--- config.mk ---
export PLATFORM = sky130hd
export DESIGN_NAME = stream_demux_router
export DESIGN_NICKNAME = d
export VERILOG_FILES = /design/src/rtl/stream_demux_router.sv
export SDC_FILE = /design/constraint.sdc
export NUM_CORES = 1
export LEC_CHECK = 0
export ABC_CLOCK_PERIOD_IN_PS = 1500
export CORE_MARGIN = 1
export CORE_UTILIZATION = 35
export CTS_CLUSTER_DIAMETER = 60
export CTS_CLUSTER_SIZE = 8
export DETAILED_ROUTE_END_ITERATION = 12
export PLACE_DENSITY = 0.72
export SETUP_SLACK_MARGIN = 0.15
export SLEW_MARGIN = 15
export SYNTH_ARGS = -nofsm -noshare
export SYNTH_HDL_FRONTEND = slang
export SYNTH_SLANG_ARGS = --single-unit
--- constraint.sdc ---
create_clock -name clk -period 1.5 [get_ports clk]
set_input_delay 0.3 -clock clk [delete_from_list [all_inputs] [get_ports clk]]
set_output_delay 0.3 -clock clk [all_outputs]
set_load 0.01 [all_outputs]
--- src/rtl/stream_demux_router.sv ---
// 1-to-N_OUT packet demux: destination latched on first beat, held to last; bad destinations dropped and counted.
// Latency: one cycle through a single registered output entry, full throughput with pass-through on load+drain.
// Backpressure: up_ready follows the selected output's ready only; stalls hold the entry stable; drops always accept.
module stream_demux_router #(
    parameter int N_OUT = 4,
    parameter int W = 8,
    localparam int SEL_W = (N_OUT > 2) ? $clog2(N_OUT) : 1
) (
    input  logic             clk,
    input  logic             rst,
    input  logic             up_valid,
    output logic             up_ready,
    input  logic [W-1:0]     up_data,
    input  logic             up_last,
    input  logic [SEL_W-1:0] up_sel,
    output logic [N_OUT-1:0] down_valid,
    input  logic [N_OUT-1:0] down_ready,
    output logic [W-1:0]     down_data,
    output logic             down_last,
    output logic [SEL_W-1:0] cur_dest,
    output logic [7:0]       drop_cnt
);

    typedef enum logic [1:0] {IDLE, ROUTE, DROP} state_t;

    typedef struct packed {
        logic [W-1:0]     dat;
        logic             last;
        logic [SEL_W-1:0] dest;
    } buf_t;

    // One extra bit so N_OUT itself is representable when N_OUT is a power of 2.
    localparam logic [SEL_W:0] N_OUT_L = (SEL_W + 1)'(N_OUT);

    state_t           state, state_nxt;
    logic             buf_vld;
    buf_t             buf_q;
    logic [N_OUT-1:0] dest_hot;
    logic             drain;
    logic             accept;
    logic             load;
    logic             drop_first;
    logic             sel_ok;
    logic [SEL_W-1:0] load_dest;

    assign dest_hot   = N_OUT'(1) << buf_q.dest;
    assign down_valid = buf_vld ? dest_hot : '0;
    assign down_data  = buf_q.dat;
    assign down_last  = buf_q.last;
    assign drain      = |(down_valid & down_ready);
    assign sel_ok     = ({1'b0, up_sel} < N_OUT_L);
    assign load_dest  = (state == IDLE) ? up_sel : cur_dest;

    always_comb begin
        state_nxt  = state;
        load       = 1'b0;
        drop_first = 1'b0;
        up_ready   = (state == DROP) ? 1'b1 : (!buf_vld || drain);
        accept     = up_valid && up_ready;
        case (state)
            IDLE: begin
                if (accept) begin
                    if (sel_ok) begin
                        load      = 1'b1;
                        state_nxt = up_last ? IDLE : ROUTE;
                    end else begin
                        drop_first = 1'b1;
                        state_nxt  = up_last ? IDLE : DROP;
                    end
                end
            end
            ROUTE: begin
                if (accept) begin
                    load = 1'b1;
                    if (up_last) state_nxt = IDLE;
                end
            end
            DROP: begin
                if (accept && up_last) state_nxt = IDLE;
            end
            default: state_nxt = IDLE;
        endcase
    end

    always_ff @(posedge clk or posedge rst) begin
        if (rst) begin
            state    <= IDLE;
            buf_vld  <= 1'b0;
            buf_q    <= '0;
            cur_dest <= '0;
        end else begin
            state <= state_nxt;
            // A load in the same cycle as a drain overwrites the entry and keeps it valid.
            if (load) begin
                buf_vld <= 1'b1;
                buf_q   <= '{dat: up_data, last: up_last, dest: load_dest};
            end else if (drain) begin
                buf_vld <= 1'b0;
            end
            if (load && (state == IDLE)) cur_dest <= up_sel;
        end
    end

    always_ff @(posedge clk or posedge rst) begin
        if (rst) begin
            drop_cnt <= '0;
        end else if (drop_first && (drop_cnt != 8'hFF)) begin
            drop_cnt <= drop_cnt + 8'd1;
        end
    end

endmodule

==> flow_metrics.py <==
metrics = {
    "setup_path": {
        "reg2reg_depth": 4,
        "critPathKind": "reg2out",
        "worstPathMaxFanout": 4,
        "critPathBufInv": 2,
        "r2r_end": "down_data[1]",
        "slowest_delay_ns": 0.41,
        "worstPathRequired_ns": 1.20,
        "worst_path_dominant_cell_family": "flip-flops",
        "cp.arrival_ns": 1.37,
        "start_kind": "flop",
        "critPathCaptureType": "output port",
        "worstPathCellList": "buf_6 -> mux2i_4 -> a22oi_2 -> buf_2",
        "r2r_slack_ns": -0.16,
        "r2r_start": "buf_q[1]",
        "critical_path.slowest_cell": "dfrtp_1",
    },
    "synthesis": {
        "synth_top_cell_by_area": "dfrtp_1",
        "synth_compound_area_frac": 0.0329,
        "avgSynthCellArea_um2": 12.9,
        "synth_edf_count": 0,
        "syn_inst": 65,
        "muxShareOfSynthArea": 0.278,
        "synth_xor_area_frac": 0,
        "synthFlopType": "dfrtp_1",
        "synth_area_leaders": "dfrtp_1 (45%), mux2_4 (16%), buf_4 (14%), mux2_2 (8.1%), mux2i_1 (3.6%)",
        "ys_ff_latch": 15,
        "synthSimpleGateAreaFrac": 0.0658,
        "synth_top_family_by_area": "multiplexers",
        "synth_fa_ha_area_frac": 0,
        "synth_area_um2": 837,
        "ys_async_sr_fraction": 1.00,
        "synth_top_area_share": 0.448,
        "ys_seq_area_frac": 0.448,
        "yosys_warnings": 0,
        "synth_cell_types": 18,
    },
    "status": {
        "violations": "setup timing",
        "status": "complete, but fails checks",
    },
    "power_and_ir_drop": {
        "p_int_w": 0.00171,
        "ir_drop_v": 0.000854,
        "clkPwrFrac": 0.094,
        "seqPwrFrac": 0.284,
        "power_leakage_nw": 0.628,
        "p_switching_w": 0.000804,
        "switching_share": 0.320,
        "p_per_area_mw_per_mm2": 1930,
        "combinationalPowerShare": 0.621,
    },
    "finish": {
        "area_growth_pct": 55.6,
        "final_core_util": 0.583,
        "fin_area_mm2": 0.00130,
        "nets": 125,
        "final_cell_mix": "clkdlybuf4s50_1 (17), dfrtp_1 (15), dlygate4sd2_1 (11), buf_6 (11), mux2_4 (9)",
        "layout_commonest_cell": "clkdlybuf4s50_1",
        "drive_gt1_frac": 0.443,
        "antenna_cells": 0,
    },
    "placed_design": {
        "dp_hpwl_mm": 1.09,
        "placed_area_mm2": 0.00113,
        "numPortBuffers": 33,
        "gp_congestion": 0.713,
    },
    "timing": {
        "finalClockSkew_ns": 0.0104,
        "worst_pin_slew_ns": 0.569,
        "finalCriticalPeriod_ns": 1.67,
        "relSlewSlack": 0.621,
        "rsz0062_at_grt": "yes",
        "holdWs_ns": 0.352,
        "maxSlewViolCount": 0,
        "hold_viol_final": 0,
        "setup_viol": 19,
        "fmaxAchievable_ghz": 0.599,
        "period_share": 1.11,
        "finalWorstSetupSlack_ns": -0.169,
    },
    "grt": {
        "antenna_found_initial": 0,
        "grt_usage": 0.145,
        "overflow": 0,
        "grt_max_degree": 16,
        "grt_pass1_wl_mm": 2.66,
        "grt_pass1_vias": 552,
    },
    "drt": {
        "drt-pass1-iter-count": 3,
        "drt_iter0_drc": 6,
        "drcViolationCount": 0,
        "postRouteAntennaNets": 0,
        "wirelength_mm": 1.69,
        "via_count": 571,
        "via_per_inst": 4.26,
        "wire_per_inst_um": 12.6,
    },
    "cts": {
        "clock_sinks": 15,
        "clk_latency_ns": 0.29,
        "postCtsHoldBufs": 0,
        "clk_pin_slew_ns": 0.10,
        "cts_tree": "yes",
        "ctsLongestPathBuffers": 2,
        "numCtsBuffers": 3,
        "htree_num_levels": 1,
        "cts-root-buf": "clkbuf_4",
    },
    "floorplanning": {
        "core_area_mm2": 0.00223,
        "ios": 42,
        "fp-row-count": 17,
        "die_width_um": 50.9,
        "die-area_mm2": 0.00259,
        "initial_core_util": 0.375,
        "fp.dieH_um": 50.9,
    },
    "min_path": {
        "hold_path_class": "in2async",
    },
    "flow_run": {
        "maxCapViolations": 0,
    },
}
## worst max path at each step
| stage | from | to | slack (ns) | depth (start not counted) |
|---|---|---|---|---|
| floorplan | buf_q[1] | buf_q[0] | -0.03 | 4 |
| CTS | buf_q[1] | up_ready | -0.17 | 4 |
| finish | buf_q[1] | up_ready | -0.17 | 4 |
| global route | buf_q[1] | up_ready | -0.23 | 4 |
| global placement | down_ready[2] | up_ready | -0.44 | 4 |
| detailed placement | down_ready[0] | up_ready | -0.49 | 4 |
## kinds of logic after synthesis
kind of cell	count (synthesis)
other	1
and+or+nand+nor	8
muxes	18
DFF	15
buffers and inverters	20
AOI/OAI and AO/OA	3
## worst register-to-register path, cell delays in order, from the launching register on
cell and delay [ns]:
dfrtp_1 0.41, buf_6 0.14, mux2i_4 0.20, a221o_2 0.50
mux2_4 0.33
## metal layers
metal,routed length [um],global-route usage,vias up
li1,-,-,283
met1,706,0.170,274
met2,923,0.246,14
met3,56,0.0357,0
met4,0,0.0694,0
met5,0,0,-
## per-stage QoR
step                      setup slack (ns)  std cells  total power, W  setup TNS [ns]
after floorplan                    -0.0337         72         0.00153          -0.303
after global placement              -0.440        120         0.00195           -5.54
after detailed placement            -0.489        120         0.00197           -5.79
after CTS                           -0.165        133         0.00250           -2.20
after global routing                -0.226        134         0.00267           -3.39
final                               -0.169        134         0.00252           -2.58
## power by group through the flow
| stage | Clock (W) | Combinational, W | Sequential (W) |
|---|---|---|---|
| floorplan | 0 | 0.000798 | 0.000736 |
| global placement | 0 | 0.00123 | 0.000721 |
| detailed placement | 0 | 0.00124 | 0.000728 |
| CTS | 0.000246 | 0.00154 | 0.000715 |
| global route | 0.000267 | 0.00166 | 0.000742 |
| finish | 0.000237 | 0.00156 | 0.000716 |
## cell type report
class	count	area, um2
fillers	196	931
repair buffers	46	453
multi-input cells	38	402
flip-flops and latches	15	375
well taps	28	35.0
clock buffers	4	26.3
inverters	3	11.3
## synthesized netlist by cell type (2+ instances only)
master    n
buf_4    16
dfrtp_1  15
mux2_4    9
mux2_2    6
inv_1     3
mux2i_1   3
and2b_2   2
## flip-flops by register name, indices dropped and copies added, names as in the netlist
name,flops
buf_q,2
down_last,1
state,1
down_data,8
cur_dest,2
buf_vld,1
## repair_timing
item	CTS	global route
cloned	1	0
pin swaps	4	1
endpoints found under the setup margin	30	19
setup buffers	8	1
gates resized for setup	53	1
Power figures use the tool's default switching activity.
